<file path="config.mk">
export PLATFORM = sky130hd
export DESIGN_NAME = imem_loader_flat
export DESIGN_NICKNAME = d
export VERILOG_FILES = /design/src/rtl/imem_loader_if.sv /design/src/rtl/imem_loader.sv /design/src/flat_wrapper.sv
export SDC_FILE = /design/constraint.sdc
export NUM_CORES = 1
export LEC_CHECK = 0
export BUFFER_PORTS_ARGS = -buffer_cell sky130_fd_sc_hd__clkbuf_2
export CORE_MARGIN = 2
export CORE_UTILIZATION = 50
export DETAILED_ROUTE_END_ITERATION = 10
export PLACE_DENSITY = 0.77
export SETUP_SLACK_MARGIN = 0.05
export SYNTH_ARGS = -nofsm -noshare
export SYNTH_HDL_FRONTEND = slang
export SYNTH_SLANG_ARGS = --single-unit
</file>
<file path="constraint.sdc">
create_clock -name clk -period 2.7 [get_ports clk]
set_input_delay 0.135 -clock clk [delete_from_list [all_inputs] [get_ports clk]]
set_output_delay 0.135 -clock clk [all_outputs]
set_load 0.03 [all_outputs]
</file>
<file path="src/rtl/imem_loader_if.sv">
// Byte-stream handshake and instruction-memory write bus between the loader and its environment.
// The loader takes the slave view; the byte source / memory side takes the master view.
interface imem_loader_if;
   logic        byte_valid;
   logic [7:0]  byte_data;
   logic        byte_ready;
   logic        mem_we;
   logic [31:0] mem_addr;
   logic [31:0] mem_wdata;

   modport master (
      output byte_valid, byte_data,
      input  byte_ready, mem_we, mem_addr, mem_wdata
   );

   modport slave (
      input  byte_valid, byte_data,
      output byte_ready, mem_we, mem_addr, mem_wdata
   );
endinterface

</file>
<file path="src/rtl/imem_loader.sv">
// Instruction-memory loader: assembles little-endian words from a byte stream, writes them at
// consecutive word addresses, and holds the CPU in reset until a complete image is present.
module imem_loader #(
   parameter int DEPTH = 16000,
   parameter int LEN_W = 14
) (
   input  logic             clk,
   input  logic             rst,
   input  logic             start_i,
   input  logic             abort_i,
   input  logic [LEN_W-1:0] load_len_i,
   imem_loader_if.slave     bus,
   output logic             cpu_rst_o,
   output logic             busy_o,
   output logic             done_o,
   output logic             error_o,
   output logic [LEN_W-1:0] words_written_o
);

   localparam logic [1:0] S_IDLE  = 2'd0;
   localparam logic [1:0] S_RECV  = 2'd1;
   localparam logic [1:0] S_WRITE = 2'd2;
   localparam logic [1:0] S_DONE  = 2'd3;

   logic [1:0]       state_q, state_d;
   logic [1:0]       cnt_q;
   logic [LEN_W-1:0] len_q;
   logic [LEN_W-1:0] widx_q;
   logic [LEN_W-1:0] ww_q;
   logic             error_q;
   logic [31:0]      mem_addr_q;
   logic [31:0]      mem_wdata_q;
   logic [23:0]      asm_q;

   logic start_ok, start_bad, byte_acc, last_byte, last_word, len_bad;

   assign len_bad   = (load_len_i == '0) || (load_len_i > LEN_W'(DEPTH));
   // A byte that arrives together with abort is discarded along with the partial word.
   assign byte_acc  = (state_q == S_RECV) && bus.byte_valid && !abort_i;
   assign last_byte = byte_acc && (cnt_q == 2'd3);
   assign last_word = (ww_q + 1'b1) == len_q;

   always_comb begin
      state_d   = state_q;
      start_ok  = 1'b0;
      start_bad = 1'b0;
      case (state_q)
         S_IDLE, S_DONE: begin
            if (start_i && !abort_i) begin
               if (len_bad) begin
                  start_bad = 1'b1;
                  state_d   = S_IDLE;
               end else begin
                  start_ok = 1'b1;
                  state_d  = S_RECV;
               end
            end
         end
         S_RECV: begin
            if (abort_i)        state_d = S_IDLE;
            else if (last_byte) state_d = S_WRITE;
         end
         S_WRITE: begin
            if (abort_i)        state_d = S_IDLE;
            else if (last_word) state_d = S_DONE;
            else                state_d = S_RECV;
         end
         default: state_d = S_IDLE;
      endcase
   end

   always_ff @(posedge clk or posedge rst) begin
      if (rst) begin
         state_q     <= S_IDLE;
         cnt_q       <= '0;
         len_q       <= '0;
         widx_q      <= '0;
         ww_q        <= '0;
         error_q     <= 1'b0;
         mem_addr_q  <= '0;
         mem_wdata_q <= '0;
      end else begin
         state_q <= state_d;
         if (start_bad) begin
            error_q <= 1'b1;
            ww_q    <= '0;
         end
         if (start_ok) begin
            error_q <= 1'b0;
            len_q   <= load_len_i;
            widx_q  <= '0;
            ww_q    <= '0;
            cnt_q   <= '0;
         end
         if (byte_acc) cnt_q <= cnt_q + 2'd1;
         if (last_byte) begin
            mem_addr_q  <= {{(30-LEN_W){1'b0}}, widx_q, 2'b00};
            mem_wdata_q <= {bus.byte_data, asm_q};
         end
         // The write strobe is already out during WRITE, so the word counts even on abort.
         if (state_q == S_WRITE) begin
            widx_q <= widx_q + 1'b1;
            ww_q   <= ww_q + 1'b1;
            cnt_q  <= '0;
         end
      end
   end

   always_ff @(posedge clk) begin
      if (byte_acc) begin
         case (cnt_q)
            2'd0:    asm_q[7:0]   <= bus.byte_data;
            2'd1:    asm_q[15:8]  <= bus.byte_data;
            2'd2:    asm_q[23:16] <= bus.byte_data;
            default: asm_q        <= asm_q;
         endcase
      end
   end

   assign bus.byte_ready  = (state_q == S_RECV);
   assign bus.mem_we      = (state_q == S_WRITE);
   assign bus.mem_addr    = mem_addr_q;
   assign bus.mem_wdata   = mem_wdata_q;
   assign cpu_rst_o       = (state_q != S_DONE);
   assign busy_o          = (state_q == S_RECV) || (state_q == S_WRITE);
   assign done_o          = (state_q == S_DONE);
   assign error_o         = error_q;
   assign words_written_o = ww_q;

endmodule
</file>
<file path="src/flat_wrapper.sv">
// flat-port wrapper written by rule: the top's interface ports become plain ports
module imem_loader_flat 
#(
   parameter int DEPTH = 16000,
   parameter int LEN_W = 14
)
  (clk, rst, start_i, abort_i, load_len_i, cpu_rst_o, busy_o, done_o, error_o, words_written_o, bus_byte_valid, bus_byte_data, bus_byte_ready, bus_mem_we, bus_mem_addr, bus_mem_wdata);
  imem_loader_if bus_i ();
  input  logic clk;
  input  logic rst;
  input  logic start_i;
  input  logic abort_i;
  input  logic [LEN_W-1:0] load_len_i;
  output logic cpu_rst_o;
  output logic busy_o;
  output logic done_o;
  output logic error_o;
  output logic [LEN_W-1:0] words_written_o;
  input wire logic [$bits(bus_i.byte_valid)-1:0] bus_byte_valid;
  input wire logic [$bits(bus_i.byte_data)-1:0] bus_byte_data;
  output wire logic [$bits(bus_i.byte_ready)-1:0] bus_byte_ready;
  output wire logic [$bits(bus_i.mem_we)-1:0] bus_mem_we;
  output wire logic [$bits(bus_i.mem_addr)-1:0] bus_mem_addr;
  output wire logic [$bits(bus_i.mem_wdata)-1:0] bus_mem_wdata;
  assign bus_i.byte_valid = bus_byte_valid;
  assign bus_i.byte_data = bus_byte_data;
  assign bus_byte_ready = bus_i.byte_ready;
  assign bus_mem_we = bus_i.mem_we;
  assign bus_mem_addr = bus_i.mem_addr;
  assign bus_mem_wdata = bus_i.mem_wdata;
  imem_loader #(.DEPTH(DEPTH), .LEN_W(LEN_W)) u_core (.clk(clk), .rst(rst), .start_i(start_i), .abort_i(abort_i), .load_len_i(load_len_i), .bus(bus_i), .cpu_rst_o(cpu_rst_o), .busy_o(busy_o), .done_o(done_o), .error_o(error_o), .words_written_o(words_written_o));
endmodule
</file>
==> run summary <==
Status: finished, final reports clean
Layout cells sized above 1: 29.2%
Starting Density: 51.9%
Cell area after synthesis: 0.00541 sq mm
Sum Neg Setup Slack: 0 ns
Fill cells: 753
Die area: 0.0117 sq mm
Crit path max fanout: 10
Sequential-to-total area share from yosys stat: 56.3%
Setup Viol. Count Final: 0
Most common library cell in the layout ignoring fill and taps: dfrtp_1
Critical Path Sink: u_core.state_q[1]
EDFF count, synth: 24
Async SR Flop Fraction: 79.5%
Worst EP required: 3.13 ns
CTS H-tree depth: 4
Final hold vios: 0
Skew final: 0.00468 ns
# DRC: 0
Max cap viols: 0
Synth Register Bits: 117
Slew HR: 59.9%
First-pass GRT wire length: 19.3 mm
Reg clk slew, reported paths: 0.06 ns
CP Capture Type: flip-flop
CP Class: flip-flop to flip-flop
PD cells: 983 mW/mm^2
Main flop type after synthesis: dfrtp_1
Slew @ Worst Pin: 0.601 ns
Fmax: 393 MHz
Ys Warns: 0
Clock Sinks: 117
Number of port buffers: 92
Worst R2R Start: u_core.words_written_o[0]
Area grow syn2layout: 26.2%
Final wirelength: 11.7 mm
Unrepaired setup endpoints after global routing: false
R2R Setup Slk: 0.15 ns
Cell chosen for the clock root: clkbuf_8
Initial DRC count: 203
DRT Pass-1 Iters: 4
Reg2reg path depth: 6
Startpoint types: flip-flop
Global-route usage over all layers: 21.5%
Combinational Power Share: 27.3%
Number of I/O pins: 111
Gr ovfl total: 0
CTS Buffer Depth: 2
Die W: 108 um
Switching share of power: 34.1%
Internal power: 0.00442 W
Skew-Pair Late Insertion Delay: 0.51 ns
Avg Cell Area, Syn: 11.8 sq um
Min-delay worst type: input port to flip-flop
Critical R2R Capture: u_core.state_q[1]
Worst Path Arrival: 2.97 ns
Clock buffer count from CTS: 17
Crit path time final: 2.55 ns
Diodes inserted: 0
DR vias/cell: 5.26
CP startpoint: u_core.words_written_o[0]
Core area: 0.0104 sq mm
Fin crit share: 94.3%
Vias in the first global route: 3905
Wire length per cell: 16.1 um
Pin count of the biggest net entering global routing: 50
CTS tree: yes
Placer Congestion: 0.923
Total power: 0.00671 W
Leakage: 3.21 nW
Nets: 613
Number of cell rows: 37
Sequential Power Share: 37.6%
Post-CTS Resized: 0
Initial antenna violation count: 0
Die H: 108 um
Via count: 3817
Peak supply drop: 0.000583 V
Post-Syn Instances: 457
Fin. max-slew vios: 0
Commonest non-fill, non-tap cells in the layout: dfrtp_1 (93), clkbuf_2 (92), nand2_1 (37)
Fin Hold WS: 0.101 ns
Final HPWL DP: 7.97 mm
Library cells used by synthesis: 47
Final ANT Viol Nets: 0
Net Switching: 0.00228 W
Clock Power Share: 35.2%
==> Yosys cell counts (2+ instances only) <==
library cell,count,area (sq um)
a211oi_1,2,15.0
a21oi_1,17,85.1
a22oi_1,2,15.0
and2_1,5,31.3
and3_1,8,50.1
and3b_1,2,17.5
and4_1,4,35.0
buf_2,6,30.0
buf_4,18,135
clkbuf_1,16,60.1
dfrtp_1,93,2330
edfxtp_1,24,721
ha_1,9,113
inv_1,15,56.3
mux2_1,25,282
mux2_2,31,349
mux2i_1,9,90.1
nand2_1,38,143
nand2b_1,3,18.8
nand3_1,20,100
nand4_1,11,68.8
nor2_1,9,33.8
nor2b_1,4,25.0
nor3_1,3,15.0
nor4_1,4,25.0
o21ai_0,13,65.1
o21ai_1,20,100
o22ai_1,2,12.5
xnor2_1,20,175
xor2_1,7,61.3
==> through the flow <==
step / area, sq um / setup slack, ns / utilization, % / cells
after floorplan: 5470 / 0.121 / - / 474
after global placement: 5970 / 0.253 / 57.3 / 671
after detailed placement: 5970 / 0.179 / 57.3 / 671
after CTS: 6830 / 0.172 / 65.5 / 726
after global routing: 6830 / 0.0663 / 65.5 / 726
final: 6830 / 0.154 / 65.5 / 726
==> critical path, cell delays in order, from the launching register on <==
cell and delay (ns):
dfrtp_1 0.48, and4_1 0.52, nand4_4 0.16, and3b_1 0.21
a2111o_1 0.37, or4_1 0.55, o31ai_2 0.18
==> power groups by stage <==
stage          clock, W  sequential, W  combinational [W]
4_1_cts         0.00239        0.00252            0.00185
6_report        0.00236        0.00252            0.00183
2_1_floorplan         0        0.00305           0.000766
5_1_grt         0.00248        0.00258            0.00200
3_3_place_gp          0        0.00253            0.00178
3_5_place_dp          0        0.00255            0.00182
==> cell type report <==
class	instances	area, sq um	share of cell area, %
clock buffers	18	428	6.27
inverters	15	57.6	0.843
well taps	136	170	2.49
clock inverters	14	200	2.93
repair buffers	126	786	11.5
flip-flops and latches	117	3050	44.6
multi-input cells	300	2140	31.3
==> worst min path at each step <==
stage          cells after the start                       end        startpoint
6_report                           4         u_core.state_q[0]           abort_i
5_1_grt                            4         u_core.state_q[1]           abort_i
4_1_cts                            4         u_core.state_q[0]           start_i
3_5_place_dp                       3   u_core.bus.mem_addr[13]               rst
3_3_place_gp                       3  u_core.bus.mem_wdata[29]               rst
2_1_floorplan                      0           u_core.asm_q[0]  bus_byte_data[0]
==> sequential cells by signal, summed over array words and instances (netlist names) <==
signal,cells
u_core.asm_q,24
u_core.state_q,2
u_core.widx_q,14
u_core.error_o,1
u_core.cnt_q,2
u_core.len_q,14
u_core.bus.mem_addr,14
u_core.words_written_o,14
u_core.bus.mem_wdata,32
==> kinds of logic after synthesis <==
logic type | count (synthesis) | share of synthesized area [%]
muxes | 65 | 13.3
buffers and inverters | 57 | 5.48
and+or+nand+nor | 116 | 11.4
adders and majority gates | 9 | 2.08
AOI/OAI and AO/OA | 65 | 6.89
DFF | 117 | 56.3
xor gates and xnor gates | 27 | 4.37
other | 1 | 0.0693
==> what timing repair did <==
| item | in CTS | in global routing |
|---|---|---|
| hold endpoints to repair | 139 | 0 |
| setup buffers | 0 | 0 |
| endpoints found under the setup margin | 0 | 0 |
| hold buffers | 23 | 0 |
==> routing by layer <==
metal,vias up,global-route usage [%],part of all wire (%)
met4,0,7.60,1.8
met5,-,0,0
li1,1824,-,-
met2,122,35.2,48
met3,18,6.51,5.9
met1,1853,27.2,44
Power figures use the tool's default switching activity.
